[config.mk]
export PLATFORM = sky130hd
export DESIGN_NAME = bullet_pool_flat
export DESIGN_NICKNAME = d
export VERILOG_FILES = /design/src/rtl/bullet_pool_pkg.sv /design/src/rtl/bullet_pool_if.sv /design/src/rtl/bullet_pool_slot.sv /design/src/rtl/bullet_pool.sv /design/src/flat_wrapper.sv
export SDC_FILE = /design/constraint.sdc
export NUM_CORES = 2
export LEC_CHECK = 0
export CORE_ASPECT_RATIO = 0.75
export CORE_UTILIZATION = 55
export CTS_CLUSTER_DIAMETER = 150
export DETAILED_ROUTE_END_ITERATION = 10
export DONT_BUFFER_PORTS = 1
export PLACE_DENSITY_LB_ADDON = 0.08
export SLEW_MARGIN = 20
export SYNTH_ARGS = -nofsm -noshare
export SYNTH_HDL_FRONTEND = slang
export SYNTH_HIERARCHICAL = 1
export SYNTH_SLANG_ARGS = --single-unit
[constraint.sdc]
create_clock -name clk -period 5.3 [get_ports clk]
set_input_delay 0.795 -clock clk [delete_from_list [all_inputs] [get_ports clk]]
set_output_delay 0.795 -clock clk [all_outputs]
set_load 0.02 [all_outputs]
[src/rtl/bullet_pool_pkg.sv]
// Shared types and helpers for the projectile pool: direction enum, slot state,
// the 32-bit OAM state word layout and position/tile arithmetic.
package bullet_pool_pkg;

  typedef enum logic [1:0] {DIR_UP = 2'd0, DIR_DOWN = 2'd1, DIR_LEFT = 2'd2, DIR_RIGHT = 2'd3} dir_e;
  typedef enum logic {S_IDLE = 1'b0, S_FLY = 1'b1} slot_state_e;

  localparam logic [1:0] OBJ_BULLET = 2'b01;
  localparam int COORD_W = 10;
  localparam int CALC_W  = COORD_W + 1;

  typedef struct packed {
    logic               flag;
    logic [1:0]         obj;
    logic               active;
    logic [COORD_W-1:0] x;
    logic [COORD_W-1:0] y;
    dir_e               dir;
    logic [2:0]         rsvd;
    logic [2:0]         dir_ext;
  } obj_state_t;

  function automatic logic [COORD_W-1:0] tile_of(input logic [COORD_W-1:0] p, input int log2);
    return p >> log2;
  endfunction

  // One step along d in CALC_W bits; moving below zero wraps to a huge value,
  // so a single ">= FIELD_MAX" compare catches both field edges.
  function automatic logic [2*CALC_W-1:0] step_pos(input logic [COORD_W-1:0] x, input logic [COORD_W-1:0] y,
                                                   input dir_e d, input logic [CALC_W-1:0] s);
    logic [CALC_W-1:0] px, py;
    px = {1'b0, x};
    py = {1'b0, y};
    case (d)
      DIR_UP:   py = py - s;
      DIR_DOWN: py = py + s;
      DIR_LEFT: px = px - s;
      default:  px = px + s;
    endcase
    return {px, py};
  endfunction

  function automatic dir_e dir_rev(input dir_e d);
    return dir_e'({d[1], ~d[0]});
  endfunction

endpackage

[src/rtl/bullet_pool_if.sv]
// Fire request handshake between the tank controller (master) and the pool (slave).
interface bullet_pool_if;
  logic       fire;
  logic [1:0] fire_dir;
  logic [9:0] init_x;
  logic [9:0] init_y;
  logic       fire_ack;

  modport master (output fire, fire_dir, init_x, init_y, input fire_ack);
  modport slave  (input fire, fire_dir, init_x, init_y, output fire_ack);
endinterface

[src/rtl/bullet_pool_slot.sv]
// One projectile slot: IDLE/FLY FSM, step timer, position, target/wall/field checks.
// Optional BULLET_RICOCHET_EN: first wall hit reverses direction instead of retiring.
module bullet_slot
  import bullet_pool_pkg::*;
#(
  parameter int NUM_TARGETS = 2,
  parameter int STEP_PERIOD = 3,
  parameter int STEP_PX     = 32,
  parameter int TILE_LOG2   = 5,
  parameter int MAP_DIM     = 16,
  parameter int FIELD_MAX   = 480,
  parameter int TANK_SIZE   = 32,
  parameter int BULLET_SIZE = 8
) (
  input  logic                           clk,
  input  logic                           reset,
  input  logic                           game_over,
  input  logic                           grant,
  input  dir_e                           init_dir,
  input  logic [COORD_W-1:0]             init_x,
  input  logic [COORD_W-1:0]             init_y,
  input  logic [NUM_TARGETS*COORD_W-1:0] tgt_x,
  input  logic [NUM_TARGETS*COORD_W-1:0] tgt_y,
  input  logic [MAP_DIM*MAP_DIM-1:0]     wall_map,
  output logic [NUM_TARGETS-1:0]         hit_vec,
  output logic                           fly_nxt,
  output obj_state_t                     word
);
  localparam int TW       = (STEP_PERIOD > 1) ? $clog2(STEP_PERIOD) : 1;
  localparam int MAP_BITS = (MAP_DIM * MAP_DIM > 1) ? $clog2(MAP_DIM * MAP_DIM) : 1;
  localparam logic [CALC_W-1:0]  STEP   = CALC_W'(STEP_PX);
  localparam logic [CALC_W-1:0]  FMAX   = CALC_W'(FIELD_MAX);
  localparam logic [CALC_W-1:0]  BSZ    = CALC_W'(BULLET_SIZE);
  localparam logic [CALC_W-1:0]  TSZ    = CALC_W'(TANK_SIZE);
  localparam logic [COORD_W-1:0] MDIM   = COORD_W'(MAP_DIM);
  localparam logic [TW-1:0]      T_LAST = TW'(STEP_PERIOD - 1);

  slot_state_e          st;
  logic [COORD_W-1:0]   x, y;
  dir_e                 dir;
  logic [TW-1:0]        tmr;
  logic                 flag;

  logic                 run, tgt_hit, wall, step_now, oof, retire;
  logic [CALC_W-1:0]    nx, ny;
  logic [COORD_W-1:0]   tile_x, tile_y;
  logic [MAP_BITS-1:0]  idx;
`ifdef BULLET_RICOCHET_EN
  logic [CALC_W-1:0]    bx, by;
  logic                 bounce;
`endif

  always_comb begin
    run = (st == S_FLY) && !game_over;
    hit_vec = '0;
    for (int t = 0; t < NUM_TARGETS; t++) begin
      hit_vec[t] = run
        && ({1'b0, x} + BSZ > {1'b0, tgt_x[t*COORD_W +: COORD_W]})
        && ({1'b0, x} < {1'b0, tgt_x[t*COORD_W +: COORD_W]} + TSZ)
        && ({1'b0, y} + BSZ > {1'b0, tgt_y[t*COORD_W +: COORD_W]})
        && ({1'b0, y} < {1'b0, tgt_y[t*COORD_W +: COORD_W]} + TSZ);
    end
    tgt_hit  = |hit_vec;
    tile_x   = tile_of(x, TILE_LOG2);
    tile_y   = tile_of(y, TILE_LOG2);
    idx      = MAP_BITS'(tile_y * MDIM + tile_x);
    // Tiles past the map edge behave as solid wall.
    wall     = (tile_x >= MDIM) || (tile_y >= MDIM) || wall_map[idx];
    step_now = (tmr == T_LAST);
    {nx, ny} = step_pos(x, y, dir, STEP);
    oof      = (nx >= FMAX) || (ny >= FMAX);
`ifdef BULLET_RICOCHET_EN
    {bx, by} = step_pos(x, y, dir_rev(dir), STEP);
    // A bounce that would push the bullet out of the field retires it instead.
    bounce   = run && !tgt_hit && wall && !flag && (bx < FMAX) && (by < FMAX);
    retire   = run && (tgt_hit || (wall && !bounce) || (!wall && step_now && oof));
`else
    retire   = run && (tgt_hit || wall || (step_now && oof));
`endif
    fly_nxt  = !reset && (grant || ((st == S_FLY) && !retire));
  end

  always_ff @(posedge clk) begin
    if (reset) begin
      st <= S_IDLE; x <= '0; y <= '0; dir <= DIR_UP; tmr <= '0; flag <= 1'b0;
    end else if (grant) begin
      st <= S_FLY; x <= init_x; y <= init_y; dir <= init_dir; tmr <= '0; flag <= 1'b0;
    end else if (run) begin
      if (retire) st <= S_IDLE;
`ifdef BULLET_RICOCHET_EN
      else if (bounce) begin
        dir  <= dir_rev(dir);
        flag <= 1'b1;
        x    <= bx[COORD_W-1:0];
        y    <= by[COORD_W-1:0];
        tmr  <= '0;
      end
`endif
      else if (step_now) begin
        tmr <= '0;
        x   <= nx[COORD_W-1:0];
        y   <= ny[COORD_W-1:0];
      end else tmr <= tmr + 1'b1;
    end
  end

  always_comb begin
    word         = '0;
    word.flag    = flag;
    word.obj     = OBJ_BULLET;
    word.active  = (st == S_FLY);
    word.x       = x;
    word.y       = y;
    word.dir     = dir;
    word.rsvd    = 3'b000;
    word.dir_ext = {1'b0, dir};
  end

endmodule

[src/rtl/bullet_pool.sv]
// Projectile pool top: lowest-free-slot arbiter, fire cooldown, hit merge, live count.
// Optional BULLET_RICOCHET_EN enables one wall bounce per bullet (in bullet_slot).
module bullet_pool
  import bullet_pool_pkg::*;
#(
  parameter int MAX_BULLETS = 8,
  parameter int NUM_TARGETS = 2,
  parameter int STEP_PERIOD = 3,
  parameter int STEP_PX     = 32,
  parameter int TILE_LOG2   = 5,
  parameter int MAP_DIM     = 16,
  parameter int FIELD_MAX   = 480,
  parameter int TANK_SIZE   = 32,
  parameter int BULLET_SIZE = 8,
  parameter int COOLDOWN    = 16
) (
  input  logic                               clk,
  input  logic                               reset,
  input  logic                               game_over,
  bullet_pool_if.slave                       fire_bus,
  input  logic [NUM_TARGETS*COORD_W-1:0]     tgt_x,
  input  logic [NUM_TARGETS*COORD_W-1:0]     tgt_y,
  input  logic [MAP_DIM*MAP_DIM-1:0]         wall_map,
  output logic [NUM_TARGETS-1:0]             hit,
  output logic [$clog2(MAX_BULLETS+1)-1:0]   active_count,
  output logic [MAX_BULLETS*32-1:0]          bullet_state
);
  localparam int CNT_W = $clog2(MAX_BULLETS + 1);
  localparam int CD_W  = (COOLDOWN > 0) ? $clog2(COOLDOWN + 1) : 1;

  obj_state_t [MAX_BULLETS-1:0]                  words;
  logic [MAX_BULLETS-1:0][NUM_TARGETS-1:0]       hit_vec;
  logic [MAX_BULLETS-1:0]                        fly_nxt, gnt, grant;
  logic [CD_W-1:0]                               cooldown;
  logic                                          any_idle, accept;
  logic [NUM_TARGETS-1:0]                        hit_any;
  logic [CNT_W-1:0]                              count_nxt;

  // Grants look at registered slot state, so a slot retiring this cycle is
  // only grantable from the next cycle on.
  always_comb begin
    gnt      = '0;
    any_idle = 1'b0;
    for (int k = 0; k < MAX_BULLETS; k++) begin
      if (!words[k].active && !any_idle) begin
        gnt[k]   = 1'b1;
        any_idle = 1'b1;
      end
    end
    accept    = fire_bus.fire && !game_over && (cooldown == '0) && any_idle;
    grant     = accept ? gnt : '0;
    hit_any   = '0;
    count_nxt = '0;
    for (int k = 0; k < MAX_BULLETS; k++) begin
      hit_any   = hit_any | hit_vec[k];
      count_nxt = count_nxt + CNT_W'(fly_nxt[k]);
    end
  end

  always_ff @(posedge clk) begin
    if (reset) begin
      fire_bus.fire_ack <= 1'b0;
      cooldown          <= '0;
      hit               <= '0;
      active_count      <= '0;
    end else begin
      fire_bus.fire_ack <= accept;
      hit               <= hit_any;
      active_count      <= count_nxt;
      if (accept) cooldown <= CD_W'(COOLDOWN);
      else if (!game_over && cooldown != '0) cooldown <= cooldown - 1'b1;
    end
  end

  for (genvar k = 0; k < MAX_BULLETS; k++) begin : g_slot
    bullet_slot #(
      .NUM_TARGETS (NUM_TARGETS),
      .STEP_PERIOD (STEP_PERIOD),
      .STEP_PX     (STEP_PX),
      .TILE_LOG2   (TILE_LOG2),
      .MAP_DIM     (MAP_DIM),
      .FIELD_MAX   (FIELD_MAX),
      .TANK_SIZE   (TANK_SIZE),
      .BULLET_SIZE (BULLET_SIZE)
    ) u_slot (
      .clk       (clk),
      .reset     (reset),
      .game_over (game_over),
      .grant     (grant[k]),
      .init_dir  (dir_e'(fire_bus.fire_dir)),
      .init_x    (fire_bus.init_x),
      .init_y    (fire_bus.init_y),
      .tgt_x     (tgt_x),
      .tgt_y     (tgt_y),
      .wall_map  (wall_map),
      .hit_vec   (hit_vec[k]),
      .fly_nxt   (fly_nxt[k]),
      .word      (words[k])
    );
  end

  assign bullet_state = words;

endmodule
[src/flat_wrapper.sv]
// flat-port wrapper written by rule: the top's interface ports become plain ports
module bullet_pool_flat import bullet_pool_pkg::*;
#(
  parameter int MAX_BULLETS = 8,
  parameter int NUM_TARGETS = 2,
  parameter int STEP_PERIOD = 3,
  parameter int STEP_PX     = 32,
  parameter int TILE_LOG2   = 5,
  parameter int MAP_DIM     = 16,
  parameter int FIELD_MAX   = 480,
  parameter int TANK_SIZE   = 32,
  parameter int BULLET_SIZE = 8,
  parameter int COOLDOWN    = 16
)
  (clk, reset, game_over, tgt_x, tgt_y, wall_map, hit, active_count, bullet_state, fire_bus_fire, fire_bus_fire_dir, fire_bus_init_x, fire_bus_init_y, fire_bus_fire_ack);
  bullet_pool_if fire_bus_i ();
  input  logic clk;
  input  logic reset;
  input  logic game_over;
  input  logic [NUM_TARGETS*COORD_W-1:0] tgt_x;
  input  logic [NUM_TARGETS*COORD_W-1:0] tgt_y;
  input  logic [MAP_DIM*MAP_DIM-1:0] wall_map;
  output logic [NUM_TARGETS-1:0] hit;
  output logic [$clog2(MAX_BULLETS+1)-1:0] active_count;
  output logic [MAX_BULLETS*32-1:0] bullet_state;
  input wire logic [$bits(fire_bus_i.fire)-1:0] fire_bus_fire;
  input wire logic [$bits(fire_bus_i.fire_dir)-1:0] fire_bus_fire_dir;
  input wire logic [$bits(fire_bus_i.init_x)-1:0] fire_bus_init_x;
  input wire logic [$bits(fire_bus_i.init_y)-1:0] fire_bus_init_y;
  output wire logic [$bits(fire_bus_i.fire_ack)-1:0] fire_bus_fire_ack;
  assign fire_bus_i.fire = fire_bus_fire;
  assign fire_bus_i.fire_dir = fire_bus_fire_dir;
  assign fire_bus_i.init_x = fire_bus_init_x;
  assign fire_bus_i.init_y = fire_bus_init_y;
  assign fire_bus_fire_ack = fire_bus_i.fire_ack;
  bullet_pool #(.MAX_BULLETS(MAX_BULLETS), .NUM_TARGETS(NUM_TARGETS), .STEP_PERIOD(STEP_PERIOD), .STEP_PX(STEP_PX), .TILE_LOG2(TILE_LOG2), .MAP_DIM(MAP_DIM), .FIELD_MAX(FIELD_MAX), .TANK_SIZE(TANK_SIZE), .BULLET_SIZE(BULLET_SIZE), .COOLDOWN(COOLDOWN)) u_core (.clk(clk), .reset(reset), .game_over(game_over), .fire_bus(fire_bus_i), .tgt_x(tgt_x), .tgt_y(tgt_y), .wall_map(wall_map), .hit(hit), .active_count(active_count), .bullet_state(bullet_state));
endmodule
==> metrics.md <==
| Metric | Value |
|---|---|
| Status | finished, violations left |
| Failing checks | DRC, setup timing |
| Initial antenna violation count | 25 |
| Post-synthesis sequential area ratio | 8.62% |
| 1st-iter DRT viols | 8961 |
| I/O pin count | 585 |
| Final nets | 6970 |
| Distinct cell type count after synthesis | 111 |
| Most frequent cells in the layout | ha_1 (674), buf_4 (653), inv_1 (477) |
| Final hold violation count | 0 |
| Crit Path Max Fanout | 11 |
| Setup slack after layout | -0.462 ns |
| Dpl hpwl | 195 mm |
| Die Span X | 347 um |
| Count of state elements after synthesis | 212 |
| Period Utilization, post-route | 109% |
| Fmax | 0.174 GHz |
| First-pass GRT wire length | 354 mm |
| Critical path launch point type | register |
| Max Root-Sink Buffers | 3 |
| Synth Warn # | 6 |
| IR drop worst, VDD | 0.308 mV |
| # rows | 94 |
| Post-synth EDFFs | 0 |
| Clock sinks | 212 |
| Routed vias/inst | 7.56 |
| RSZ-0062 raised after global routing | yes |
| Worst Reg-to-Reg Cells | 20 |
| Slew @ Worst Pin | 1.30 ns |
| TritonCTS clock tree | done |
| Top post-synthesis cells by area | mux4_2 (19%), ha_1 (17%), dfxtp_1 (8.6%), mux2i_1 (6.3%), inv_1 (3.7%) |
| Final setup violation count | 4 |
| Worst skew pair latency | 0.64 ns |
| Largest net degree at the start of global routing | 211 |
| Drt wl/cell | 36.0 um |
| GRT Util Overall | 53.9% |
| CP Launch Point | u_core/g_slot[3].u_slot/x[5] |
| GPL Wtd Cong | 1.14 |
| Worst setup endpoint | u_core/active_count[1] |
| Worst Skew | 0.0418 ns |
| Reg-to-Reg End | u_core/active_count[1] |
| PD cells | 143 nW/um2 |
| Largest area contributor in the netlist | mux4_2 |
| Final Total Pwr | 8.06 mW |
| Max_slew headroom | 13.2% |
| Post-route cell area | 56400 um2 |
| CTS Buf Count | 27 |
| Ys flop type | dfxtp_1 |
| Reg2reg start | u_core/g_slot[3].u_slot/x[5] |
| Post-synth top area share | 18.7% |
| Fin crit period | 5.76 ns |
| Initial Util | 55.8% |
| Syn avg cell area | 8.90 um2 |
| DRC violations left | 14 |
| Synth-to-Final Area Change | 14.6% |
| Share of layout cells above drive strength 1 | 22.7% |
| Asr flop ratio synth | 0% |
| Cell Area, Placed | 54500 um2 |
| GR Overflow Total | 0 |
| CTS H-tree depth | 1 |
| Slew Limit Fails | 0 |
| CTS clock-pin slew for the worst setup and hold paths | 0.08 ns |
| Mapped Cells | 5534 |
| Crit Path Class | register to register |
| Min-delay worst type | input port to register |
| Reg2reg setup slack | -0.46 ns |
| Synth Cell Area | 49200 um2 |
| Final ANT Viol Nets | 0 |
| Vias in the first global route | 49291 |
| Root buffer cell | clkbuf_16 |
| Max cap viols | 0 |
| Worst Setup End Kind | register |
| Chip height | 261 um |
| Final wirelength | 258 mm |
| Leak pwr | 24.0 nW |
| Initial DRT Pass Iterations | 11 |
| CP arrival | 6.32 ns |
| Die area | 90700 um2 |
| Critical Path RT | 5.86 ns |
| IO buf count | 0 |
| Most common cell after layout, fill and taps aside | ha_1 |
| Core Box Area | 88200 um2 |
| Total number of vias | 54174 |
==> sequential cells by signal, summed over array words and instances, names as in the netlist <==
register and cells:
u_core/g_slot.u_slot/st 8, u_core/cooldown 5, u_core/g_slot.u_slot/x 80, u_core/fire_bus.fire_ack 1, u_core/hit 2, u_core/g_slot.u_slot/dir 16, u_core/active_count 4, u_core/g_slot.u_slot/tmr 16
u_core/g_slot.u_slot/y 80
==> how the worst min path moves through the flow <==
stage | from | end | slack, ns | cells past startpoint
3_5_place_dp | u_core/g_slot[7].u_slot/tmr[1] | u_core/g_slot[7].u_slot/tmr[1] | 0.48 | 2
4_1_cts | reset | u_core/g_slot[1].u_slot/y[1] | 0.23 | 1
2_1_floorplan | u_core/g_slot[7].u_slot/tmr[1] | u_core/g_slot[7].u_slot/tmr[1] | 0.45 | 2
3_3_place_gp | u_core/g_slot[7].u_slot/tmr[1] | u_core/g_slot[7].u_slot/tmr[1] | 0.46 | 2
6_report | reset | u_core/g_slot[1].u_slot/y[1] | 0.23 | 1
5_1_grt | reset | u_core/g_slot[1].u_slot/y[2] | 0.24 | 1
==> final cells by class <==
type / instances / area, um2
multi-input combinational: 4497 / 41400
clock buffer: 31 / 732
antenna: 39 / 97.6
clock inverter: 19 / 248
timing repair buffer: 726 / 6340
tap: 1152 / 1440
fill: 7435 / 31800
sequential: 212 / 4320
inverter: 487 / 1830
==> critical path, stage by stage (launching register included) <==
cell and delay [ns]:
dfxtp_4 0.41, buf_12 0.17, mux4_2 0.50, a22oi_1 0.31
a211oi_1 0.24, nor4_4 0.55, nor3_1 0.09, or3_4 0.40
nor3_4 0.14, nand2_1 0.09, o31a_1 0.33, nor3_2 0.19
fa_1 0.45, inv_2 0.08, fa_1 0.40, fa_2 0.54
inv_2 0.04, ha_4 0.15, inv_2 0.05, fa_2 0.41
nor2_1 0.09
==> cells by family (layout without fill, tap and decap cells) <==
group | Yosys count | in the layout | synth area share, %
xor gates and xnor gates | 237 | 237 | 4.23
muxes | 771 | 771 | 27.4
and+or+nand+nor | 1530 | 1530 | 16.1
DFF | 212 | 212 | 8.62
AOI/OAI and AO/OA | 1206 | 1206 | 17.1
buffers and inverters | 865 | 1263 | 8.43
other | 16 | 95 | 0.122
adders and majority gates | 697 | 697 | 18.0
==> synthesized netlist by cell type (33+ instances only) <==
library cell,instances
nand2b_1,38
buf_2,105
o22ai_1,35
buf_6,36
nand4_1,119
inv_1,481
o21a_1,42
mux2i_1,310
nor3_1,111
buf_4,93
a311oi_1,36
o211ai_1,37
and3_1,33
dfxtp_1,212
mux4_1,39
ha_1,677
nand2_1,294
nor2_1,351
nand3_1,243
a21oi_1,271
a21o_1,92
nor2b_1,120
a22oi_1,149
o21ai_0,127
mux4_2,408
xor2_1,61
a211oi_1,99
xnor2_1,175
clkbuf_1,115
a31oi_1,44
==> stage by stage <==
stage | setup WS [ns] | util (%) | std cells | hold slack (ns) | setup TNS [ns]
detailed placement | -1.27 | 61.8 | 7036 | 0.479 | -4.33
finish | -0.462 | 64.0 | 7163 | 0.231 | -1.30
floorplan | -0.175 | - | 5574 | 0.447 | -0.323
global placement | -1.41 | 61.8 | 7036 | 0.463 | -4.81
global route | -0.535 | 63.9 | 7137 | 0.239 | -1.60
CTS | -0.340 | 63.5 | 7112 | 0.230 | -0.826
==> metal layers <==
layer  wire length (um)  track usage [%]  vias up
met1              92200             65.7    25802
met5                749             4.80        -
met3              49100             33.7     1230
met2              96600             71.1     5025
li1                   -                -    22083
met4              19000             30.6       34
==> repair_timing <==
item | 4_1_cts | 5_1_grt
setup buffers | 23 | 10
gates cloned | 3 | 2
hold buffers | 0 | 0
pin swaps | 22 | 19
setup endpoints to repair | 4 | 4
gates resized for setup | 55 | 30
==> power breakdown <==
group | switching [mW] | internal (mW)
Clock | 0.954 | 1.24
Sequential | 0.0974 | 1.65
Combinational | 2.26 | 1.86
No activity file was read; power rests on OpenSTA's default activity.
